==> src/rtl/jt6295_adpcm_mc.sv <==
// jt6295_adpcm_mc: time-multiplexed OKI ADPCM decoder core for CH voices.
// One shared decode datapath visits each voice in turn once per round and sums
// the attenuated predictors into a single mixed sample.
// Optional macro: JT6295_MC_SAT_EN clamps the mixed sum to the W-bit signed range.
module jt6295_adpcm_mc #(
  parameter int CH  = 4,
  parameter int W   = 12,
  parameter int CHW = (CH > 1) ? $clog2(CH) : 1
) (
  input  logic                  clk,
  input  logic                  rst_n,
  input  logic                  cen,
  input  logic [CH-1:0]         start,
  input  logic [CH-1:0]         stop,
  input  logic                  att_we,
  input  logic [CHW-1:0]        att_ch,
  input  logic [3:0]            att_din,
  output logic                  req,
  output logic [CHW-1:0]        req_ch,
  input  logic                  nib_ok,
  input  logic [3:0]            nib,
  output logic [CH-1:0]         active,
  output logic                  sample,
  output logic signed [W+2:0]   sound
);

  localparam int OW = W + 3;  // mixed output width
  localparam int DW = W + 4;  // unsigned delta width, holds 15 * max step
  localparam int PW = W + 5;  // signed working width for pred +/- delta
  localparam logic [CHW-1:0] LAST = CHW'(CH - 1);
  localparam logic signed [PW-1:0] PMAX = PW'((2 ** (W - 1)) - 1);
  localparam logic signed [PW-1:0] PMIN = PW'(-(2 ** (W - 1)));
`ifdef JT6295_MC_SAT_EN
  localparam logic signed [OW-1:0] OMAX = OW'((2 ** (W - 1)) - 1);
  localparam logic signed [OW-1:0] OMIN = OW'(-(2 ** (W - 1)));
`endif

  typedef enum logic [2:0] {IDLE, SLOT, REQ, CALC, NEXT, OUT} state_t;

  state_t                state_q, state_d;
  logic signed [W-1:0]   pred [CH];
  logic [5:0]            idx  [CH];
  logic [3:0]            att  [CH];
  logic [CH-1:0]         act;
  logic [CH-1:0]         pend_start;
  logic [CH-1:0]         pend_stop;
  logic [CHW-1:0]        slot;
  logic [3:0]            nib_q;
  logic signed [OW-1:0]  acc;
  logic signed [W-1:0]   new_pred;
  logic [5:0]            new_idx;
  logic signed [W-1:0]   new_contrib;

  // Standard 12-bit OKI step table, 49 entries.
  function automatic logic [10:0] step_base(input logic [5:0] i);
    logic [10:0] s;
    case (i)
      6'd0:  s = 11'd16;   6'd1:  s = 11'd17;   6'd2:  s = 11'd19;   6'd3:  s = 11'd21;
      6'd4:  s = 11'd23;   6'd5:  s = 11'd25;   6'd6:  s = 11'd28;   6'd7:  s = 11'd31;
      6'd8:  s = 11'd34;   6'd9:  s = 11'd37;   6'd10: s = 11'd41;   6'd11: s = 11'd45;
      6'd12: s = 11'd50;   6'd13: s = 11'd55;   6'd14: s = 11'd60;   6'd15: s = 11'd66;
      6'd16: s = 11'd73;   6'd17: s = 11'd80;   6'd18: s = 11'd88;   6'd19: s = 11'd97;
      6'd20: s = 11'd107;  6'd21: s = 11'd118;  6'd22: s = 11'd130;  6'd23: s = 11'd143;
      6'd24: s = 11'd157;  6'd25: s = 11'd173;  6'd26: s = 11'd190;  6'd27: s = 11'd209;
      6'd28: s = 11'd230;  6'd29: s = 11'd253;  6'd30: s = 11'd279;  6'd31: s = 11'd307;
      6'd32: s = 11'd337;  6'd33: s = 11'd371;  6'd34: s = 11'd408;  6'd35: s = 11'd449;
      6'd36: s = 11'd494;  6'd37: s = 11'd544;  6'd38: s = 11'd598;  6'd39: s = 11'd658;
      6'd40: s = 11'd724;  6'd41: s = 11'd796;  6'd42: s = 11'd876;  6'd43: s = 11'd963;
      6'd44: s = 11'd1060; 6'd45: s = 11'd1166; 6'd46: s = 11'd1282; 6'd47: s = 11'd1411;
      default: s = 11'd1552;
    endcase
    return s;
  endfunction

  // Step scaled up to the predictor width.
  function automatic logic [W-1:0] step_of(input logic [5:0] i);
    return W'(step_base(i)) << (W - 12);
  endfunction

  // Clamp a widened predictor back into the W-bit signed range.
  function automatic logic signed [W-1:0] sat_pred(input logic signed [PW-1:0] v);
    if (v > PMAX) return PMAX[W-1:0];
    if (v < PMIN) return PMIN[W-1:0];
    return v[W-1:0];
  endfunction

  // pred +/- ((2m+1) * step) >> 3, saturated.
  function automatic logic signed [W-1:0] next_pred(input logic signed [W-1:0] p,
                                                    input logic [5:0] i,
                                                    input logic [3:0] n);
    logic [DW-1:0]         d;
    logic signed [PW-1:0]  pe;
    logic signed [PW-1:0]  de;
    d  = (DW'({n[2:0], 1'b1}) * DW'(step_of(i))) >> 3;
    pe = {{(PW - W){p[W-1]}}, p};
    de = $signed({1'b0, d});
    return sat_pred(n[3] ? (pe - de) : (pe + de));
  endfunction

  // Magnitudes 0..3 step down by one, 4..7 step up by 2/4/6/8; clamped to 0..48.
  function automatic logic [5:0] next_idx(input logic [5:0] i, input logic [2:0] m);
    logic signed [7:0] t;
    t = $signed({2'b00, i});
    if (m[2]) t = t + $signed({5'b00000, m[1:0], 1'b0}) + 8'sd2;
    else      t = t - 8'sd1;
    if (t < 8'sd0)  return 6'd0;
    if (t > 8'sd48) return 6'd48;
    return t[5:0];
  endfunction

  // Attenuated voice contribution; large shifts collapse to the sign.
  function automatic logic signed [W-1:0] contrib(input logic signed [W-1:0] p,
                                                  input logic [3:0] a);
    if (int'(a) >= W) return {W{p[W-1]}};
    return p >>> a;
  endfunction

  // Final output stage: optional clamp of the mixed sum.
  function automatic logic signed [OW-1:0] mix_out(input logic signed [OW-1:0] v);
`ifdef JT6295_MC_SAT_EN
    if (v > OMAX) return OMAX;
    if (v < OMIN) return OMIN;
    return v;
`else
    return v;
`endif
  endfunction

  assign active = act;

  // Decode arithmetic for the voice currently in slot.
  always_comb begin
    new_pred    = next_pred(pred[slot], idx[slot], nib_q);
    new_idx     = next_idx(idx[slot], nib_q[2:0]);
    new_contrib = contrib(new_pred, att[slot]);
  end

  // Round sequencer state register.
  always_ff @(posedge clk or negedge rst_n) begin
    if (!rst_n) state_q <= IDLE;
    else        state_q <= state_d;
  end

  // Round sequencer next-state logic.
  always_comb begin
    state_d = state_q;
    case (state_q)
      IDLE:    if (cen) state_d = SLOT;
      SLOT:    state_d = act[slot] ? REQ : NEXT;
      REQ:     if (nib_ok) state_d = CALC;
      CALC:    state_d = NEXT;
      NEXT:    state_d = (slot == LAST) ? OUT : SLOT;
      OUT:     state_d = IDLE;
      default: state_d = IDLE;
    endcase
  end

  // Voice state, pending masks, accumulator and registered outputs.
  always_ff @(posedge clk or negedge rst_n) begin
    if (!rst_n) begin
      for (int v = 0; v < CH; v++) begin
        pred[v] <= '0;
        idx[v]  <= '0;
        att[v]  <= '0;
      end
      act        <= '0;
      pend_start <= '0;
      pend_stop  <= '0;
      slot       <= '0;
      nib_q      <= '0;
      acc        <= '0;
      req        <= 1'b0;
      req_ch     <= '0;
      sample     <= 1'b0;
      sound      <= '0;
    end else begin
      sample     <= 1'b0;
      pend_start <= pend_start | start;
      pend_stop  <= pend_stop | stop;
      if (att_we) att[att_ch] <= att_din;
      // req is high exactly while the sequencer sits in REQ
      req <= (state_d == REQ);
      if (state_d == REQ) req_ch <= slot;
      case (state_q)
        IDLE: begin
          if (cen) begin
            // start wins over stop for the same voice in the same round
            for (int v = 0; v < CH; v++) begin
              if (pend_start[v] || start[v]) begin
                act[v]  <= 1'b1;
                pred[v] <= '0;
                idx[v]  <= '0;
              end else if (pend_stop[v] || stop[v]) begin
                act[v] <= 1'b0;
              end
            end
            pend_start <= '0;
            pend_stop  <= '0;
            slot       <= '0;
            acc        <= '0;
          end
        end
        REQ: begin
          if (nib_ok) nib_q <= nib;
        end
        CALC: begin
          pred[slot] <= new_pred;
          idx[slot]  <= new_idx;
          acc        <= acc + $signed({{3{new_contrib[W-1]}}, new_contrib});
        end
        NEXT: begin
          if (slot != LAST) slot <= slot + 1'b1;
        end
        OUT: begin
          sound  <= mix_out(acc);
          sample <= 1'b1;
        end
        default: ;
      endcase
    end
  end

endmodule

==> config.mk <==
export PLATFORM = sky130hd
export DESIGN_NAME = jt6295_adpcm_mc
export DESIGN_NICKNAME = d
export VERILOG_FILES = /design/src/rtl/jt6295_adpcm_mc.sv
export SDC_FILE = /design/constraint.sdc
export NUM_CORES = 1
export LEC_CHECK = 0
export CELL_PAD_IN_SITES_DETAIL_PLACEMENT = 1
export CELL_PAD_IN_SITES_GLOBAL_PLACEMENT = 1
export CORE_MARGIN = 2
export CORE_UTILIZATION = 25
export DETAILED_ROUTE_END_ITERATION = 12
export PLACE_DENSITY_LB_ADDON = 0.1
export SKIP_LAST_GASP = 1
export SLEW_MARGIN = 20
export SYNTH_ARGS = -nofsm -noshare
export SYNTH_HDL_FRONTEND = slang
export SYNTH_SLANG_ARGS = --single-unit
export TNS_END_PERCENT = 1
==> constraint.sdc <==
create_clock -name clk -period 11.86 [get_ports clk]
set_input_delay 1.186 -clock clk [delete_from_list [all_inputs] [get_ports clk]]
set_output_delay 1.186 -clock clk [all_outputs]
set_load 0.01 [all_outputs]
Word-level counts from Yosys, hierarchy flattened
Memory sizes are Yosys's and may differ from the RTL's. Cells that the tools add are included.

Magnitude comparators: 10. $add $sub $neg: 7. Reduce and logical (&&, ||, !) cells: 28. Shifts and indexed selects: 1. Bitwise gates (word level): 4. Muxes and demuxes: 74. Multiply operators: 1. Equal/unequal tests: 14.

Operator list (count): two-way mux 12 bit (13); one-hot mux 48 bit (2 select lines) (1); two-way mux 6 bit (11); bitwise mux 48 bit (1); two-way mux 48 bit (1); one-hot mux 24 bit (2 select lines) (1); one-hot mux 15 bit (2 select lines) (1); two-way mux 4 bit (7); AND reduction 3 bit (9); binary-select mux 12 bit (select 2 bit) (1); bitwise mux 24 bit (1); demux 12 bit (select 2 bit) (1); two-way mux 24 bit (1); greater-than comparator 17 x 12 -> 1 bit, second input constant (1); less-than comparator 17 x 12 -> 1 bit, second input constant (1); two-way mux 1 bit (17); two-way mux 17 bit (1); bitwise mux 16 bit (1); adder 15 x 12 -> 15 bit (1); multiplier 4 x 11 -> 15 bit (1); two-way mux 15 bit (1); one-hot mux 3 bit (5 select lines) (1); adder 12 x 13 -> 14 bit (1); inequality test 2 bit, second input constant (7); other kinds (32) (57).

Output and inout port bits: 23. Memories: 1. Input port bits: 23. Bits in registers: 143. Word-level logic and storage cells: 166. Memory bits (read-only): 704.

Memory list: (no name shown) (depth 64, bits a word 11, read ports 1, clocked after Yosys merged registers in 0, write ports 0, line 57) `case (i)`.

Longest topological paths before layout
An unclocked memory read counts as a cell.

Word-level depth: 17. Depth in mapped cells: 58. Mapped depth without buffers: 56.

Least setup slack after synthesis
No wires, ideal clock.

Kind: register to register. Start: register slot[0]. End: register acc[14]. Path slack: 0.956 ns. Data required time: 11.724 ns. Cell stages (with the launch flop): 55. Arrival time: 10.769 ns. Path buffers: 3. Period minus slack after synthesis: 10.904 ns. Library setup time: 0.136 ns. Path through: dfrtp_1 > buf_6 > mux4_2 > clkbuf_1 > inv_1 > ha_1 > or2_2 > o21ai_0 > nor2_1 > nor4b_1 > nor2_1 > and2_1 > fa_1 > fa_1 > ha_1 > nand2_1 > nor2_1 > nand2_1 > [19 not listed] > a2bb2oi_1 > o2111ai_1 > ha_1 > inv_1 > fa_1 > nor2b_1 > o21ai_0 > a21boi_0 > o21a_1 > o21a_1 > o21ai_0 > a21boi_0 > o21ai_0 > a21oi_1 > o211ai_1 > and3b_1 > o311ai_1 > o41ai_1.

Cells in the longest elaborated chain, start to end: 17. Elaborated cells on any way between the ends: 30. Those cells by class: add/sub (3); mul (1); order compare (3); shift (1); mux (20); bitwise (1); memory (1).

RTL lines: start: declaration (line 47) `logic [CHW-1:0] slot;`; start signal: assignment (line 212) `if (slot != LAST) slot <= slot + 1'b1;`; NOT 2 -> 3 bit (implied by the code) * (line 133, 135); binary-select mux 6 bit (select 2 bit) (line 133) `new_pred = next_pred(pred[slot], idx[slot], nib_q);`; two-way mux 6 bit (implied by the code) (2 in a row) (line 133); memory (64 x 11 bit); multiplier 4 x 11 -> 15 bit (line 94) `d = (DW'({n[2:0], 1'b1}) * DW'(step_of(i))) >> 3;`; adder 12 x 13 -> 14 bit or subtractor 12 x 13 -> 14 bit (tied branches) (line 97) `return sat_pred(n[3] ? (pe - de) : (pe + de));`; two-way mux 17 bit (line 97); less-than comparator 17 x 12 -> 1 bit (line 83) `if (v < PMIN) return PMIN[W-1:0];`; two-way mux 1 bit (2 in a row) (line 83); two-way mux 12 bit (line 84) `return v[W-1:0];`; two-way mux 12 bit (line 83); >>> shifter 12 x 4 -> 12 bit or two-way mux 12 bit (tied branches) (line 115, 114); two-way mux 12 bit * (line 115) `return p >>> a;`; adder 15 x 12 -> 15 bit * (line 209) `acc <= acc + $signed({{3{new_contrib[W-1]}}, new_contrib});`; one-hot mux 15 bit (2 select lines) * (line 184) `case (state_q)`; end signal: assignment (line 209); end: declaration (line 49) `logic signed [OW-1:0] acc;`.

Mark *: on every way between the ends. The rest lies on a longest branch, timed or not. The select of a mux whose other input is x is not followed. A chain may end at the register's enable or synchronous reset.

Final worst setup path
Start: register slot[0]. End: register acc[13].

The elaborated chain is that of the path after synthesis.

==> flow_metrics.tcl <==
set metrics [dict create \
    core_area_mm2 0.0410 \
    first_pass_iters 4 \
    clk_latency_ps 440 \
    grt_pass1_wl_mm 52.8 \
    cp_num_cells 47 \
    netlist_top_cells_area "dfrtp_1, ha_1, o21ai_0" \
    slew_viol_final 0 \
    hpwlAfterDp_mm 24.4 \
    fp.dieW_um 208 \
    hold_viol_final 0 \
    crit_slowest_cell "mux4_2" \
    drv_cap 0 \
    max_stage_delay_ps 560 \
    grt_max_degree 94 \
    drtIter0Drc 329 \
    syn_inst 1125 \
    ys_seq_area_share_pct 34.2 \
    dpl-instance-area_mm2 0.0117 \
    setup_viol 0 \
    period_share_pct 94.1 \
    cts_hold_buf 0 \
    critical_path_required_ps 12150 \
    critPathLaunchType "register" \
    crit_arrival_ps 11450 \
    placementRows 74 \
    clock_path_buffers 2 \
    worstMarginPinSlew_ps 1020 \
    worstReg2RegEnd "acc[13]$_DFFE_PN0P_" \
    worstSetupPathType "reg -> reg" \
    cts_tree "done" \
    setup.worst_path.start "slot[0]$_DFFE_PN0P_" \
    dr_total_vias 8577 \
    worstHoldPathCells 2 \
    synth.top_cell.area_share_pct 34.2 \
    fmax_ghz 0.0896 \
    synth_nets 1232 \
    ctsHtreeMaxLevel 4 \
    initial_utilization_pct 25.5 \
    numCtsBuffers 17 \
    drive_gt1_share_pct 16.1 \
    ys_ff_latch 143 \
    final_cell_mix "dfrtp_1, nand2_1, o21ai_0, nor2_1, ha_1" \
    cpMostUsedCell "a21o_1" \
    ys.flop_type "dfrtp_1" \
    fin_skew_ps 16.7 \
    wl_mm 33.2 \
    cts.reportedPaths.clkPinSlew_ps 60 \
    synth_top_area_cell "dfrtp_1" \
    synth_area_mm2 0.0105 \
    r2r_slack_ps 700 \
    crit_fanout 14 \
    stdcell_area_mm2 0.0125 \
    route.detailed.wl_per_inst_um 19.1 \
    antenna_cells 0 \
    ant_nets 0 \
    synth.avg_cell_area_um2 9.29 \
    setup_ws_ps 700 \
    yosys_warnings 0 \
    status "finished clean" \
    grt_pass1_vias 9001 \
    dieHeight_um 208 \
    crit_buf_inv 4 \
    io_pins 46 \
    final_common_cell "dfrtp_1" \
    numPortBuffers 45 \
    place.gp.congestion 0.774 \
    drc_errors 0 \
    overflow 0 \
    path_delay_family "compound AO/OA/AOI/OAI gates" \
    groute.usage.overall_pct 15.5 \
    synth_edf_count 0 \
    min_path_type "reg -> reg" \
    cts_num_sinks 143 \
    antenna_found_initial 0 \
    nets 1299 \
    syn_to_final_growth_pct 19.3 \
    endpoint "acc[13]$_DFFE_PN0P_" \
    relSlewSlack_pct 32.0 \
    end_kind "register" \
    rr_startpoint "slot[0]$_DFFE_PN0P_" \
    dieArea_mm2 0.0435 \
    via_per_inst 4.94 \
    ff2ff_path_depth 47 \
    synthArstFlopShare_pct 100 \
    place_ws_ps 130 \
    finalSetupTns_ps 0 \
    post-route-min-period_ps 11160 \
    synth.distinct_cells 84 \
    cts.root.buffer_cell "clkbuf_16" \
]
-- worst register-to-register path, delay by kind of cell (launching register included) --
family / cells / cell delay (ps)
compound gates: 24 / 4610
fa+ha+maj: 6 / 2270
simple gates: 6 / 1360
xor+xnor: 5 / 940
mux: 2 / 830
buf+inv: 4 / 530
flops: 1 / 510
-- worst min path at each step --
stage | startpoint | end | slack [ps]
after floorplan | pend_stop[0]$_DFF_PN0_ | pend_stop[0]$_DFF_PN0_ | 440
after global placement | pred[33]$_DFFE_PN0P_ | pred[33]$_DFFE_PN0P_ | 460
after detailed placement | pred[17]$_DFFE_PN0P_ | pred[17]$_DFFE_PN0P_ | 470
after CTS | pred[17]$_DFFE_PN0P_ | pred[17]$_DFFE_PN0P_ | 480
after global routing | pred[8]$_DFFE_PN0P_ | pred[8]$_DFFE_PN0P_ | 500
final | pred[32]$_DFFE_PN0P_ | pred[32]$_DFFE_PN0P_ | 480
-- flip-flops by register name, summed over array words and instances (netlist names), 4 cells and up --
name,flops
pred,48
acc,15
att,16
sound,15
pend_start,4
idx,24
nib_q,4
pend_stop,4
active,4
-- Yosys cell counts (all sizes together), types with 3 or more instances --
cell type	n
mux2i	18
a21boi	3
mux4	22
or2	5
buf	16
inv	51
o21ai	125
and2	18
dfrtp	143
a211o	3
a21o	18
nor2b	20
a21oi	67
fa	21
o31ai	5
o21a	9
mux2	42
a31oi	10
nand3b	4
nor2	89
a22o	28
o22ai	5
nor4b	4
nor3	16
clkinv	4
nand3	10
ha	63
a211oi	13
nand2	136
xor2	16
xnor2	28
clkbuf	38
nor4	3
nand2b	12
o211ai	8
and3	11
-- through the flow --
step                instances  utilization [%]  hold WS (ps)
finish                   1737             30.4           479
detailed placement       1695             28.5           467
global route             1737             30.4           505
CTS                      1727             29.9           481
floorplan                1125                -           444
global placement         1695             28.5           458
-- repair_timing --
action / in CTS / in global routing
endpoints found under the setup margin: 0 / 5
resized for setup: 0 / 29
setup buffers: 0 / 9
-- final cells by class --
type | count | area, um2
fillers | 4696 | 28600
multi-input cells | 874 | 6550
flip-flops and latches | 143 | 3580
repair buffers | 101 | 876
well taps | 532 | 666
clock buffers | 21 | 450
inverters | 55 | 213
clock inverters | 11 | 131
-- metal layers --
| layer | track usage (%) | part of all wire [%] | vias up |
|---|---|---|---|
| met2 | 24.3 | 45 | 79 |
| li1 | - | - | 4167 |
| met4 | 2.63 | 1.1 | 0 |
| met1 | 22.5 | 51 | 4306 |
| met3 | 2.58 | 2.4 | 25 |
| met5 | 0 | 0 | - |
-- cells by family (layout without fill, tap and decap cells) --
family	after synthesis	in the layout	share of synthesized area, %
compound gates	322	322	19.5
mux	82	83	11.1
flops	143	143	34.2
simple gates	341	341	15.3
xor+xnor	44	44	3.94
fa+ha+maj	84	84	11.6
buf+inv	109	188	4.24
Power is not shown: default switching activity piles up to over one toggle a cycle in this logic, so the estimate is an artifact.
==> variant 1: new RTL, same flow settings <==
Change the parameter `CH` from 4 to 8.
--- a/src/rtl/jt6295_adpcm_mc.sv
+++ b/src/rtl/jt6295_adpcm_mc.sv
@@ -3,7 +3,7 @@
 // the attenuated predictors into a single mixed sample.
 // Optional macro: JT6295_MC_SAT_EN clamps the mixed sum to the W-bit signed range.
 module jt6295_adpcm_mc #(
-  parameter int CH  = 4,
+  parameter int CH  = 8,
   parameter int W   = 12,
   parameter int CHW = (CH > 1) ? $clog2(CH) : 1
 ) (
Ports: changed (5 resized); port bits go from 46 to 60. No check against the original RTL was run, so the function may have changed too.
==> variant 1 against the unedited design <==
- sequential cell count up 102
- worst setup slack worse by 0.021 ns
- critical path depth rose by 6
- area after synthesis is 41% higher
- cell area rose by 46%
- routed wire length up 65%
- highest routed layer unchanged
Power is not shown: default switching activity piles up to over one toggle a cycle in this logic, so the estimate is an artifact.
==> variant 1: results (changes against the unedited design) <==
Parameter                              Value

Logic synthesis
  Commonest cells post-synth    245 x dfrtp_1, 204 x nand2_1, 144 x nor2_1, 108 x o21ai_0, 96 x a22o_1 (was 143 x dfrtp_1, 136 x nand2_1, 119 x o21ai_0, 89 x nor2_1, 64 x a21oi_1)
  Xor/xnor share of the synthesized area    2.312% (was 3.938%)
  Area fraction in compound gates after synthesis    22.14% (was 19.55%)
  Sequential area share after synthesis    41.50% (was 34.24%)
  Post-synth net total    1660 (was 1232)
  Synthesized area divided by synthesized cell count    9.556 sq um (was 9.291 sq um)
  Top cells by area in the synthesized netlist    dfrtp_1 42%, a22o_1 5.7%, nand2_1 5.2%, ha_1 5.2%, mux2_2 4.0% (was dfrtp_1 34%, ha_1 7.5%, o21ai_0 5.7%, nand2_1 4.9%, mux4_2 4.7%)
  Adder-cell area share of the yosys netlist    8.012% (was 11.56%)
  Count of cell types in the netlist    88 (was 84)

STA
  Smallest hold slack    0.4761 ns (was 0.4792 ns)
  Pin slew with the least headroom to its limit    1.081 ns (was 1.016 ns)
  Post-route clock skew    0.04530 ns (was 0.01665 ns)

Layout
  Share of layout cells above drive strength 1    18.26% (was 16.10%)
  Fill cell instance count of the final layout    6633 (was 4696)
  # nets final    1801 (was 1299)

GRT
  Via count of the first global-routing pass    13330 (was 9001)
  Global-route wire length before repair    84170 um (was 52790 um)
  GRT Util Overall    18.05% (was 15.47%)
  Pin count of the biggest net entering global routing    143 (was 94)

Routing
  Final wirelength    54660 um (was 33180 um)
  Number of search-and-repair iterations in the first detailed-routing pass    5 (was 4)
  Per-cell routed wire length    22.02 um (was 19.10 um)
  Violation count after the first detailed-route iteration    782 (was 329)

Setup path
  R2r startpoint    slot[2]$_DFFE_PN0P_ (was slot[0]$_DFFE_PN0P_)
  Largest stage delay on the critical path    0.54 ns (was 0.56 ns)
  Worst reg2reg path endpoint    acc[13]$_DFFE_PN0P_ (unchanged)
  Arrival time of the worst setup path    11.63 ns (was 11.45 ns)
  Worst Path Max Fanout    15 (was 14)
  FF-to-FF path depth    53 (was 47)
  Reg-to-reg slack, setup    0.68 ns (was 0.70 ns)

Hold path
  Cell depth of the worst min-delay path    2 (unchanged)
  Terminating pin of the worst hold path    pend_stop[3]$_DFF_PN0_ (was pred[32]$_DFFE_PN0P_)
  Launch point of the worst hold path    pend_stop[3]$_DFF_PN0_ (was pred[32]$_DFFE_PN0P_)
  Worst min-delay path class    flip-flop to flip-flop (unchanged)

Placement
  Final RePlAce weighted congestion    0.8109 (was 0.7736)
  DP Cell Count    2416 (was 1695)
  Count of input and output buffers    59 (was 45)
  HPWL reported at the end of detailed placement    38190 um (was 24360 um)

Clocking
  Max Buffers Root-to-Sink    3 (was 2)
  Number of buffers inserted during clock tree synthesis    31 (was 17)
  Worst-skew pair later-pin latency    0.61 ns (was 0.44 ns)
  CTS H-tree depth    1 (was 4)

Status
  Status    completed (unchanged)
## variant 1: cell types whose count changed in the layout (fill, tap and decap cells not counted), moves of 11 or more
| cell | change |
|---|---|
| a221oi_1 | +11 |
| a22o_1 | +68 |
| a22oi_1 | +19 |
| buf_4 | +56 |
| clkbuf_16 | +14 |
| clkdlybuf4s50_1 | +14 |
| dfrtp_1 | +101 |
| mux2_2 | +11 |
| mux4_2 | -11 |
| nand2_1 | +68 |
| nor2_1 | +50 |
| o21ai_1 | +24 |
## variant 1: how the worst max path moves through the flow
stage | to | slack [ns]
floorplan | acc[14]$_DFFE_PN0P_ | 0.31
global placement | acc[14]$_DFFE_PN0P_ | 0.09
detailed placement | acc[14]$_DFFE_PN0P_ | -0.13
CTS | acc[14]$_DFFE_PN0P_ | 0.001
global route | acc[14]$_DFFE_PN0P_ | 0.004
finish | acc[13]$_DFFE_PN0P_ | 0.68
## variant 1: kinds of logic after synthesis
logic type | Yosys count
compound gates | 471
xor+xnor | 39
fa+ha+maj | 82
buf+inv | 129
flops | 245
mux | 95
simple gates | 485
## variant 1: critical path: cells and delay by family, from the launching register on
kind / cells / cell delay [ns]
buf+inv: 6 / 0.79
compound gates: 29 / 5.04
fa+ha+maj: 6 / 2.27
simple gates: 7 / 1.52
flops: 1 / 0.49
xor+xnor: 3 / 0.46
mux: 2 / 0.44
## variant 1: area by class of cell
class / count / area, sq um / area share, %
clock buffer: 47 / 895.9 / 4.912
clock inverter: 8 / 112.6 / 0.6174
inverter: 60 / 225.2 / 1.235
multi-input combinational: 1172 / 8369 / 45.89
sequential: 245 / 6137 / 33.65
tap: 773 / 967.2 / 5.303
timing repair buffer: 177 / 1531 / 8.397
## variant 1: per-stage QoR
step	setup WS, ns	area (sq um)
5_1_grt	0.003634	18240
3_3_place_gp	0.09211	16920
2_1_floorplan	0.3110	14770
6_report	0.6793	18240
4_1_cts	0.001237	17930
3_5_place_dp	-0.1340	16920
## variant 1: per-layer routing
layer	part of all wire (%)	routed length [um]	track usage, %	vias to the layer above
met4	1.5	810	3.490	0
met3	3.0	1628	2.485	54
met1	48	26150	24.87	6544
met2	48	26070	30.14	167
li1	-	-	-	5873
met5	0	0	0	-
## variant 1: timing repair
action | CTS | global route
endpoints found under the hold margin | 0 | 0
gates cloned | 0 | 1
buffers inserted | 0 | 10
resized for setup | 1 | 59
endpoints found under the setup margin | 1 | 5
pin swaps | 1 | 17
==> variant 2: new RTL, config.mk and constraints unchanged <==
Without the edit above. Register the output `req_ch` once more, cleared by the reset; this adds one clock of latency there. The other outputs are not delayed to match.
--- a/src/rtl/jt6295_adpcm_mc.sv
+++ b/src/rtl/jt6295_adpcm_mc.sv
@@ -37,6 +37,8 @@
 
   typedef enum logic [2:0] {IDLE, SLOT, REQ, CALC, NEXT, OUT} state_t;
 
+  logic [CHW-1:0] req_ch_s0;
+
   state_t                state_q, state_d;
   logic signed [W-1:0]   pred [CH];
   logic [5:0]            idx  [CH];
@@ -170,7 +172,7 @@
       nib_q      <= '0;
       acc        <= '0;
       req        <= 1'b0;
-      req_ch     <= '0;
+      req_ch_s0  <= '0;
       sample     <= 1'b0;
       sound      <= '0;
     end else begin
@@ -180,7 +182,7 @@
       if (att_we) att[att_ch] <= att_din;
       // req is high exactly while the sequencer sits in REQ
       req <= (state_d == REQ);
-      if (state_d == REQ) req_ch <= slot;
+      if (state_d == REQ) req_ch_s0 <= slot;
       case (state_q)
         IDLE: begin
           if (cen) begin
@@ -220,5 +222,13 @@
     end
   end
 
+  always_ff @(posedge clk or negedge rst_n) begin
+    if (!rst_n) begin
+      req_ch <= '0;
+    end else begin
+      req_ch <= req_ch_s0;
+    end
+  end
+
 endmodule
 
Function: no difference found for any inputs over 4 cycles, from zero or initial values and one cycle with rst_n low; that may be too few to reach the edited logic, so the function may still have changed.
==> variant 2 against the unedited design <==
- cell count is 1.0% higher
- area after synthesis is 0.97% higher
- sequential cell count is 2 higher
- core utilization is 0.54 points lower
- routed wire length is 0.82% higher
- cell area is 0.24% higher
- via count is 0.41% higher
- worst setup slack better by 0.13 ns
- critical path type unchanged
Power is left out: the tool's default activity adds up to more than one toggle a clock period on the data nets, which glitch-free logic cannot reach.
==> variant 2: results (changes against the unedited design) <==
Parameter                              Value

Status
  Status    completed (unchanged)

Routing
  Routed length on met3    725 um (was 812 um)
  Met2 routed wirelength    16140 um (was 14970 um)
  Metal-1 WL    16060 um (was 17020 um)
  Per-cell routed wire length    19.06 um (was 19.10 um)

Setup path
  R2r startpoint    slot[1]$_DFFE_PN0P_ (was slot[0]$_DFFE_PN0P_)
  Arrival time of the worst setup path    11.34 ns (was 11.45 ns)
  Critical-path top delay cell    fa_1 (was mux4_2)
  Largest stage delay on the critical path    0.49 ns (was 0.56 ns)

Logic synthesis
  Count of cell types in the netlist    86 (was 84)
  Adder-cell area share of the yosys netlist    11.45% (was 11.56%)
  Area fraction in compound gates after synthesis    18.64% (was 19.55%)
  Commonest cells post-synth    183 x nand2_1, 145 x dfrtp_1, 127 x o21ai_0, 81 x nor2_1 (was 143 x dfrtp_1, 136 x nand2_1, 119 x o21ai_0, 89 x nor2_1, 64 x a21oi_1)
  Sequential area share after synthesis    34.38% (was 34.24%)
  Xor/xnor share of the synthesized area    4.126% (was 3.938%)
  Post-synthesis mux area share    10.35% (was 11.14%)

Placement
  Final RePlAce weighted congestion    0.8009 (was 0.7736)
  HPWL reported at the end of detailed placement    23890 um (was 24360 um)
  Count of input and output buffers    45 (unchanged)

STA
  Post-route clock skew    0.01544 ns (was 0.01665 ns)
  Pin slew with the least headroom to its limit    1.037 ns (was 1.016 ns)

Layout
  Share of layout cells above drive strength 1    14.39% (was 16.10%)
  # nets final    1310 (was 1299)
  Fill cell instance count of the final layout    4850 (was 4696)

GRT
  Met3 layer usage reported by global route    2.544% (was 2.581%)
  Via count of the first global-routing pass    9200 (was 9001)
  GRT Util Overall    15.88% (was 15.47%)
  Global-route wire length before repair    54140 um (was 52790 um)
  Global routing usage on met2    26.71% (was 24.29%)
-- variant 2: changes by cell type after synthesis, sizes merged, moves of 9 or more --
| cell | unedited run | this run |
|---|---|---|
| nand2 | 136 | 184 |
| a22o | 28 | 2 |
| a32o | 0 | 10 |
| and2 | 18 | 27 |
| mux2 | 42 | 33 |
-- variant 2: through the flow --
step | setup slack (ns) | instance area (sq um) | TNS, ns | util (%) | instances
final | 0.8295 | 12500 | 0 | 29.86 | 1755
after global routing | 0.02838 | 12500 | 0 | 29.86 | 1755
after CTS | 0.02468 | 12260 | 0 | 29.29 | 1744
after global placement | 0.02600 | 11640 | 0 | 27.80 | 1709
after floorplan | 1.266 | 10550 | 0 | - | 1157
after detailed placement | -0.05895 | 11640 | -0.05895 | 27.80 | 1709
-- variant 2: layout make-up --
| class | instances | area share [%] |
|---|---|---|
| sequential | 145 | 29.06 |
| multi-input combinational | 897 | 52.73 |
| clock buffer | 20 | 3.655 |
| timing repair buffer | 86 | 6.338 |
| clock inverter | 12 | 1.141 |
| tap | 539 | 5.397 |
| inverter | 56 | 1.682 |
-- variant 2: worst paths after layout --
| check | endpoint | slack (ns) | cells after the start |
|---|---|---|---|
| min | req_ch[0]$_DFF_PN0_ | 0.38 | 0 |
| max in group asynchronous | slot[0]$_DFFE_PN0P_ | 9.69 | 2 |
| min reg2reg | req_ch[0]$_DFF_PN0_ | 0.38 | 0 |
| min in group asynchronous | sound[10]$_DFFE_PN0P_ | 0.82 | 1 |
| max reg2reg | acc[13]$_DFFE_PN0P_ | 0.83 | 51 |
| max | acc[13]$_DFFE_PN0P_ | 0.83 | 51 |
-- variant 2: timing repair --
item,4_1_cts,5_1_grt
endpoints found under the setup margin,2,7
pin swaps,1,5
setup buffers,3,11
gates resized for setup,0,35
hold buffers,0,0
